<file path="src/rtl/anfsqrt_pdm_341449297858921043.sv">
`default_nettype none
// ============================================================================
// Module   : anfsqrt_pdm_341449297858921043
// Brief    : First-order sigma-delta PDM with a double-buffered sample input;
//            every 2^WIDTH-cycle frame carries exactly 'active' high bits.
// Revision : 1.0 - initial release
// ============================================================================
module anfsqrt_pdm_341449297858921043 #(
    parameter int WIDTH = 7
) (
    input  logic             clk,
    input  logic             rst,
    input  logic [WIDTH-1:0] sample_in,
    input  logic             sample_valid,
    output logic             sample_ready,
    output logic             pdm_out,
    output logic             pdm_out_n,
    output logic             frame_start
);

    localparam logic [WIDTH-1:0] c_frame_last = {WIDTH{1'b1}};
    localparam logic [WIDTH-1:0] c_one        = {{(WIDTH-1){1'b0}}, 1'b1};

    logic [WIDTH-1:0] r_pending;
    logic             r_pending_full;
    logic [WIDTH-1:0] r_active;
    logic [WIDTH-1:0] r_acc;
    logic [WIDTH-1:0] r_frame_cnt;
    logic             r_pdm;
    logic             r_frame_start;

    logic             w_boundary;
    logic             w_accept;
    logic [WIDTH:0]   w_sum;
    logic [WIDTH-1:0] w_next_active;

    assign w_boundary    = (r_frame_cnt == c_frame_last);
    assign w_accept      = sample_valid && !r_pending_full;
    assign w_sum         = {1'b0, r_acc} + {1'b0, r_active};
    assign w_next_active = (w_boundary && r_pending_full) ? r_pending : r_active;

    always_ff @(posedge clk) begin
        if (rst) begin
            r_pending      <= '0;
            r_pending_full <= 1'b0;
            r_active       <= '0;
            r_acc          <= '0;
            r_frame_cnt    <= '0;
            r_pdm          <= 1'b0;
            r_frame_start  <= 1'b0;
        end else begin
            r_frame_cnt   <= r_frame_cnt + c_one;
            r_frame_start <= w_boundary;

            if (w_boundary) begin
                // Seeding acc with the new value is the frame's first addition
                // from zero; it can never carry, so bit 0 is always low.
                r_active <= w_next_active;
                r_acc    <= w_next_active;
                r_pdm    <= 1'b0;
                if (r_pending_full) begin
                    r_pending_full <= 1'b0;
                end
            end else begin
                r_acc <= w_sum[WIDTH-1:0];
                r_pdm <= w_sum[WIDTH];
            end

            // Only possible when the buffer was empty, so it never collides
            // with the boundary drain above.
            if (w_accept) begin
                r_pending      <= sample_in;
                r_pending_full <= 1'b1;
            end
        end
    end

    assign sample_ready = !r_pending_full;
    assign pdm_out      = r_pdm;
    assign pdm_out_n    = !r_pdm;
    assign frame_start  = r_frame_start;

endmodule
`default_nettype wire

</file>
<file path="config.mk">
export PLATFORM = sky130hd
export DESIGN_NAME = anfsqrt_pdm_341449297858921043
export DESIGN_NICKNAME = d
export VERILOG_FILES = /design/src/rtl/anfsqrt_pdm_341449297858921043.sv
export SDC_FILE = /design/constraint.sdc
export NUM_CORES = 1
export LEC_CHECK = 0
export CAP_MARGIN = 5
export CORE_MARGIN = 3
export CORE_UTILIZATION = 31
export DETAILED_ROUTE_END_ITERATION = 8
export SKIP_CTS_REPAIR_TIMING = 1
export SLEW_MARGIN = 20
export SYNTH_ARGS = -nofsm -noshare
export SYNTH_HDL_FRONTEND = slang
export SYNTH_SLANG_ARGS = --single-unit
</file>
<file path="constraint.sdc">
create_clock -name clk -period 4.9 [get_ports clk]
set_input_delay 0.735 -clock clk [delete_from_list [all_inputs] [get_ports clk]]
set_output_delay 0.735 -clock clk [all_outputs]
set_load 0.03 [all_outputs]
</file>
# After elaboration in Yosys (flattened, before gate mapping)
# Index checks and enable logic that the tools add are counted.
# Widths: inputs -> output; s select.
totals:
  reg_bits: 31
  inputBits: 10
  output_inout_bits: 4
  word_cells: 20
classes:
  n_addsub: 2
  n_eq_ne: 1
  muxes: 4
  n_reduce_logical: 6
op_table:
  columns: ["cell", "count"]
  rows:
  - ["$mux 7", 2]
  - ["$add 7x7->8", 1]
  - ["$add 7x1->7 const B", 1]
  - ["$eq 7x7->1 const B", 1]
  - ["$logic_and 1x1->1", 2]
  - ["$logic_not 1->1", 2]
  - ["$mux 1", 2]
  - ["$reduce_bool 2->1", 1]
  - ["$reduce_or 2->1", 1]

# Depth between registers and ports, before layout
logic_depth:
  ltp_word: 4
  mapped_depth: 7
  mapped_depth_nobuf: 7

# Worst setup path before layout
# OpenSTA, ideal clock, no wires.
synth_path:
  kind: "register to output"
  startpoint: "register r_pending_full"
  endpoint: "output port sample_ready"
  setup_slack_ns: 3.159
  arrival_ns: 1.006
  stages_incl_launch_ff: 4
  path_buffers: 2
  required_ns: 4.165
  path_cell_list: "dfxtp_1 buf_2 clkbuf_1 inv_1"
synth_via:
  elab_chain_len: 1
synth_lines:
  columns: ["item", "line_no", "source"]
  rows:
  - ["from (decl)", "25", "logic r_pending_full;"]
  - ["from (signal assigned)", "45", "r_pending_full <= 1'b0;"]
  - ["from (signal assigned)", "62", "r_pending_full <= 1'b0;"]
  - ["from (signal assigned)", "73", "r_pending_full <= 1'b1;"]
  - ["$logic_not 1->1", "78", "assign sample_ready = !r_pending_full;"]
  - ["to (decl)", "15", "output logic sample_ready,"]
# Every way passes these cells.

# Worst setup path after layout
# Same ends and word-level chain as after synthesis.

==> implementation parameters <==
Parameter                              Value

Critical path
  Setup Crit Path Kind    flip-flop to output port
  Worst Reg2Reg Path Length in Cells    7
  Worst Path Required    about 4.2 ns
  Slowest cell on the critical path    sky130_fd_sc_hd__dfxtp_1
  Worst Path Arrival    1.79 ns
  Capture instance of the worst register-to-register path    r_acc[6]
  Crit end category    output port
  List of cells traversed by the critical path    inv_1 -> clkdlybuf4s50_1
  Setup slack of the worst register-to-register path    3.02 ns
  Stage delay of the slowest cell on the critical path    0.80 ns
  Crit Path Max Fanout    21
  R2R Path Start    r_active[0]
  Critical Path Start Type    flip-flop

Pwr
  Peak supply drop    ~0.18 mV
  Post-layout power    about 480 µW
  Pwr/cell area    between 200 and 300 mW/mm²
  LEAKAGE    just under 0.0007 µW

Global routing
  Total track usage    about 11%
  Number of antenna violations at the first check in global routing    0
  Global-route wire length before repair    4.59 mm
  Overflow left after global routing    0
  Maximum number of pins on one net before global-route repair    35
  Vias in the first global route    1,045

Floorplan
  CORE AREA    between 0.004 and 0.005 mm²
  Die height    around 75 µm
  Row Count    24
  Total Die Area    approximately 0.0056 mm²
  Die W    between 70 and 80 µm
  Ports placed on the boundary    14
  Initial standard-cell utilization of the core    about a third

Synth
  Number of flops mapped to enable cells by yosys    0
  Net count after synthesis    approximately 180
  Post-Synthesis Mean Instance Area    roughly 9.3 µm²
  #FFs+latches synth    31
  Netlist area before placement    0.00147 mm²
  Async S/R FF share, synth    0%
  Number of distinct library cells after synthesis    29
  Share of synthesized area occupied by flip-flops and latches    a little over two fifths
  Gate count of the mapped netlist    ~160
  Warnings from Yosys    0
  Synth Flop Type    sky130_fd_sc_hd__dfxtp_1

STA
  Max Fclk    396 MHz
  Slew of the pin with the lowest slew margin    0.778 ns
  Max transition margin    approximately half
  RSZ-0062 raised after global routing    false
  Max-slew violations    0
  Share of the cycle needed by the critical path after routing    just over 50%
  Minimum period implied by the final worst setup slack    approximately 2.5 ns
  Final-report setup violation count    0
  Worst-case clock skew    about 0.0043 ns
  Post-route setup TNS    0 ns
  Final Hold Vio Count    0

Cells and area
  FF/Latch Area    around 620 µm²
  Proportion of layout cells with a drive suffix above 1    between 5 and 6%
  Antenna diode count    0
  Most common cell after layout, fill and taps aside    sky130_fd_sc_hd__dfxtp_1
  Non-Filler Instances    221
  Most frequent cells in the layout    31 x sky130_fd_sc_hd__dfxtp_1, 23 x sky130_fd_sc_hd__nor2_1, 13 x sky130_fd_sc_hd__mux2i_1, 12 x sky130_fd_sc_hd__a211oi_1, 12 x sky130_fd_sc_hd__clkdlybuf4s50_1
  Net count reported at finish    approximately 190
  Post-route cell area    between 0.0015 and 0.002 mm²
  Combined area of the multi-input logic cells    slightly below 800 µm²
  Count of fill cells added during filler insertion    454
  Post-Route Utilization    approximately two fifths
  Synthesis-to-layout area growth    15.5%

Outcome
  Outcome    complete, no violations

Route
  Via total after detailed routing    approximately 1,100
  Post-DRT Antenna Nets    0
  Total iterations of the first detailed-routing run    4
  DR iter-0 viols    18
  Sum of routed wire length over all layers    2.69 mm
  Post-detailed-route via-to-cell ratio    about 5.0
  DRC errors left    0
  Detail-routed net length per standard cell    between 10 and 15 µm

CTS
  Clock root buffer    sky130_fd_sc_hd__clkbuf_8
  Total clock sinks    31
  CTS buffer count    5
  Insertion delay to the later sink of the worst-skew pair    roughly 0.28 ns
  Clock input transition at the sequential cells of the worst setup and hold paths    approximately 0.060 ns
  CTS tree    yes
  Number of buffers on the longest clock path    2
  H-tree levels    2

Placed design
  Final RePlAce weighted congestion    0.778
  Area after DPL    between 0.0015 and 0.002 mm²
  Count of buffers from port buffering    13
  Number of cells in the design after placement    ~210
  Dpl hpwl    roughly 1.9 mm

Min path
  Worst min path class    flip-flop to flip-flop
  Hold Path End    r_frame_cnt[0]
  Hold_sp    r_frame_cnt[0]
  Worst hold path stage count    1

Flow run
  Max Cap Violations    0
==> where the power goes <==
part	switching, µW	leakage [µW]	total [µW]	internal, µW
clock	90.2	0.0000422	190	99.4
combinational	12.0	0.000399	26.6	14.6
sequential	7.60	0.000252	266	258
==> registers in the layout, indices dropped and copies added, names as in the netlist <==
name / cells
pdm_out: 1
r_acc: 7
r_active: 7
r_pending_full: 1
frame_start: 1
r_pending: 7
r_frame_cnt: 7
==> area by class of cell <==
cell class              count  area share, %
flip-flops and latches     31           36.7
repair buffers             13           7.39
well taps                  52           3.84
multi-input cells         111           46.0
clock buffers               7           4.51
clock inverters             1          0.296
inverters                   6           1.33
==> how the worst max path moves through the flow <==
stage	slack (ns)	startpoint	depth (start not counted)	endpoint
finish	2.38	r_pending_full	2	sample_ready
global route	2.26	r_pending_full	2	sample_ready
CTS	2.33	r_pending_full	2	sample_ready
detailed placement	2.17	rst	3	r_acc[6]
global placement	2.21	rst	3	r_acc[6]
floorplan	3.16	r_pending_full	3	sample_ready
==> cells in the mapped netlist, types with 2 or more instances <==
cell / instances / share of area [%]
sky130_fd_sc_hd__a211oi_1: 12 / 6.1
sky130_fd_sc_hd__a21oi_1: 8 / 2.7
sky130_fd_sc_hd__and3_1: 5 / 2.1
sky130_fd_sc_hd__buf_2: 2 / 0.68
sky130_fd_sc_hd__clkbuf_1: 6 / 1.5
sky130_fd_sc_hd__dfxtp_1: 31 / 42
sky130_fd_sc_hd__ha_1: 8 / 6.8
sky130_fd_sc_hd__inv_1: 6 / 1.5
sky130_fd_sc_hd__mux2i_1: 13 / 8.9
sky130_fd_sc_hd__nand2_1: 7 / 1.8
sky130_fd_sc_hd__nand2b_1: 2 / 0.85
sky130_fd_sc_hd__nand3_1: 8 / 2.7
sky130_fd_sc_hd__nor2_1: 23 / 5.9
sky130_fd_sc_hd__nor2b_1: 5 / 2.1
sky130_fd_sc_hd__xnor2_1: 5 / 3.0
sky130_fd_sc_hd__xor2_1: 3 / 1.8
==> stage by stage <==
stage          worst slack (ns)  hold WS, ns
6_report                   2.38        0.447
2_1_floorplan              3.16        0.413
3_5_place_dp               2.17        0.441
4_1_cts                    2.33        0.449
3_3_place_gp               2.21        0.425
5_1_grt                    2.26        0.477
==> critical path: cells and delay by family, from the launching register on <==
| family | cells | cell delay (ns) |
|---|---|---|
| flip-flops | 1 | 0.80 |
| buffers and inverters | 2 | 0.71 |
==> metal layers <==
metal  GRT usage (%)  vias to the layer above  share of wire (%)
li1                -                      567                  -
met1            13.0                      503                 46
met2            17.1                       27                 47
met3            3.60                        5                4.0
met4            7.71                        0                2.9
met5               0                        -                  0
==> logic make-up after synthesis <==
family / synth area share [%]
AO/OA/AOI/OAI: 12.8
XOR/XNOR: 4.78
adder cells (fa/ha/maj): 8.20
buffers and inverters: 4.53
flip-flops: 42.4
multiplexers: 8.88
AND/OR/NAND/NOR: 18.4
Note: power is estimated with default switching activity, not from simulation.
==> edit (same flow settings) <==
Change the parameter `WIDTH` from 7 to 6.
--- a/src/rtl/anfsqrt_pdm_341449297858921043.sv
+++ b/src/rtl/anfsqrt_pdm_341449297858921043.sv
@@ -7,5 +7,5 @@
 // ============================================================================
 module anfsqrt_pdm_341449297858921043 #(
-    parameter int WIDTH = 7
+    parameter int WIDTH = 6
 ) (
     input  logic             clk,
Interface: changed (resized sample_in); port bits go from 14 to 13. The function was not compared with the original's and may differ.
==> edit against the unedited design <==
- total power decreased by 21%
- setup slack improved by 0.069 ns
- first-iteration DRC count increased to 2.7 times the old value
- wire length decreased by 14%
- via count decreased by 14%
- area after synthesis decreased by 14%
- sequential cell count decreased by 4
- largest cell class unchanged
- final area decreased by 14%
- synthesized cell count decreased by 12%
==> edit: results (changes against the unedited design) <==
Worst Skew 0.00480 ns (was 0.00427 ns); insertion delay to the later sink of the worst-skew pair 0.27 ns; VDD IR max 0.102 mV (was 0.179 mV); hpwl dp 1710 um (was 1940 um); metal2 WL 1000 um (was 1260 um); first-pass GRT wire length 4070 um (was 4590 um); wire length per cell 11.9 um (was 12.2 um); Seq/Total Area, Yosys 42.9% (was 42.4%); Starting Density 33.2% (was 33.0%); Filler cells 387 (was 454); vias in the first global route 923 (was 1,045); synth cell count leaders dfxtp_1 (27), nor2_1 (21), mux2i_1 (11) (was dfxtp_1 (31), nor2_1 (23), mux2i_1 (13)); final net count 165 (was 187); met3 routed WL 73 um (was 108 um); drt initial violations 49 (was 18); worst reg2reg startpoint r_frame_cnt[0] (was r_active[0]); GP Congestion 0.774 (was 0.778); GR Util All Layers 10.3% (was 11.1%); cell-internal power 0.000296 W (was 0.000372 W); Reg clk slew, reported paths 0.09 ns (was 0.06 ns); Leak Pwr 0.563 nW (was 0.693 nW); library cells used by synthesis 28 (was 29); largest net degree at the start of global routing 31 (was 35); worst-path fanout max 15 (was 21); number of port buffers 12 (was 13); syn_nets 155 (was 176); DP Worst Slack 2.15 ns (was 2.17 ns); # H-tree levels 1 (was 2); cts bufs inserted 3 (was 5); Least-Margin Pin Slew 0.793 ns (was 0.778 ns); layout cells sized above 1 4.76% (was 5.92%); wire length on met1 1190 um (was 1250 um); Syn Area/Cell 9.13 um^2 (was 9.33 um^2); WP data arrival 1.72 ns (was 1.79 ns); Avg Vias per Cell 4.86 (was 4.99); status complete, no violations (unchanged); CP peak stage delay 0.69 ns (was 0.80 ns)
[edit: cell types whose count changed in the layout (fill, tap and decap cells not counted), sizes merged, moves of 2 or more]
cell,before,now
dfxtp,31,27
o21ai,0,4
nor2b,5,2
nor2,23,21
clkbuf,7,3
mux2i,13,11
a211oi,12,9
and3,5,3
[edit: power groups by stage]
stage	registers [W]	clock network (W)	logic (W)
after floorplan	0.000234	0	0.0000181
after global placement	0.000236	0	0.0000255
after detailed placement	0.000237	0	0.0000262
after CTS	0.000231	0.000132	0.0000262
after global routing	0.000233	0.000138	0.0000287
final	0.000232	0.000126	0.0000253
[edit: final timing paths]
path / endpoint / slack (ns) / cells after the start
max: sample_ready / 2.44 / 2
min: r_frame_cnt[0] / 0.46 / 1
max reg2reg: r_acc[5] / 3.06 / 5
min reg2reg: r_frame_cnt[0] / 0.46 / 1
[edit: worst max-delay path: cells and delay by family, from the launching register on]
kind                   cells  cell delay [ns]
buffers and inverters      2             0.75
DFF                        1             0.69
[edit: cells by family after synthesis]
group	count (synthesis)	share of synthesized area (%)
AO/OA/AOI/OAI	25	13.0
XOR/XNOR	6	4.17
adder cells (fa/ha/maj)	8	8.54
buffers and inverters	13	4.27
flip-flops	27	42.9
multiplexers	12	9.63
AND/OR/NAND/NOR	47	17.5
[edit: area by class of cell]
| cell class | instances | area (um^2) | share of cell area, % |
|---|---|---|---|
| Multi-Input combinational cell | 98 | 666 | 45.9 |
| Clock inverter | 1 | 5.00 | 0.345 |
| Tap cell | 48 | 60.1 | 4.14 |
| Timing Repair Buffer | 12 | 115 | 7.94 |
| Sequential cell | 27 | 541 | 37.3 |
| Clock buffer | 3 | 41.3 | 2.85 |
| Inverter | 6 | 22.5 | 1.55 |
[edit: routing by layer]
metal	track usage [%]	up-vias
li1	-	495
met1	13.9	427
met2	15.4	20
met3	1.74	5
met4	5.74	0
met5	0	-
[edit: stage by stage]
step / utilization, % / std cells / cell area, um^2
after floorplan: - / 138 / 1260
after global placement: 37.1 / 191 / 1410
after detailed placement: 37.1 / 191 / 1410
after CTS: 38.3 / 195 / 1460
after global routing: 38.2 / 195 / 1450
final: 38.2 / 195 / 1450
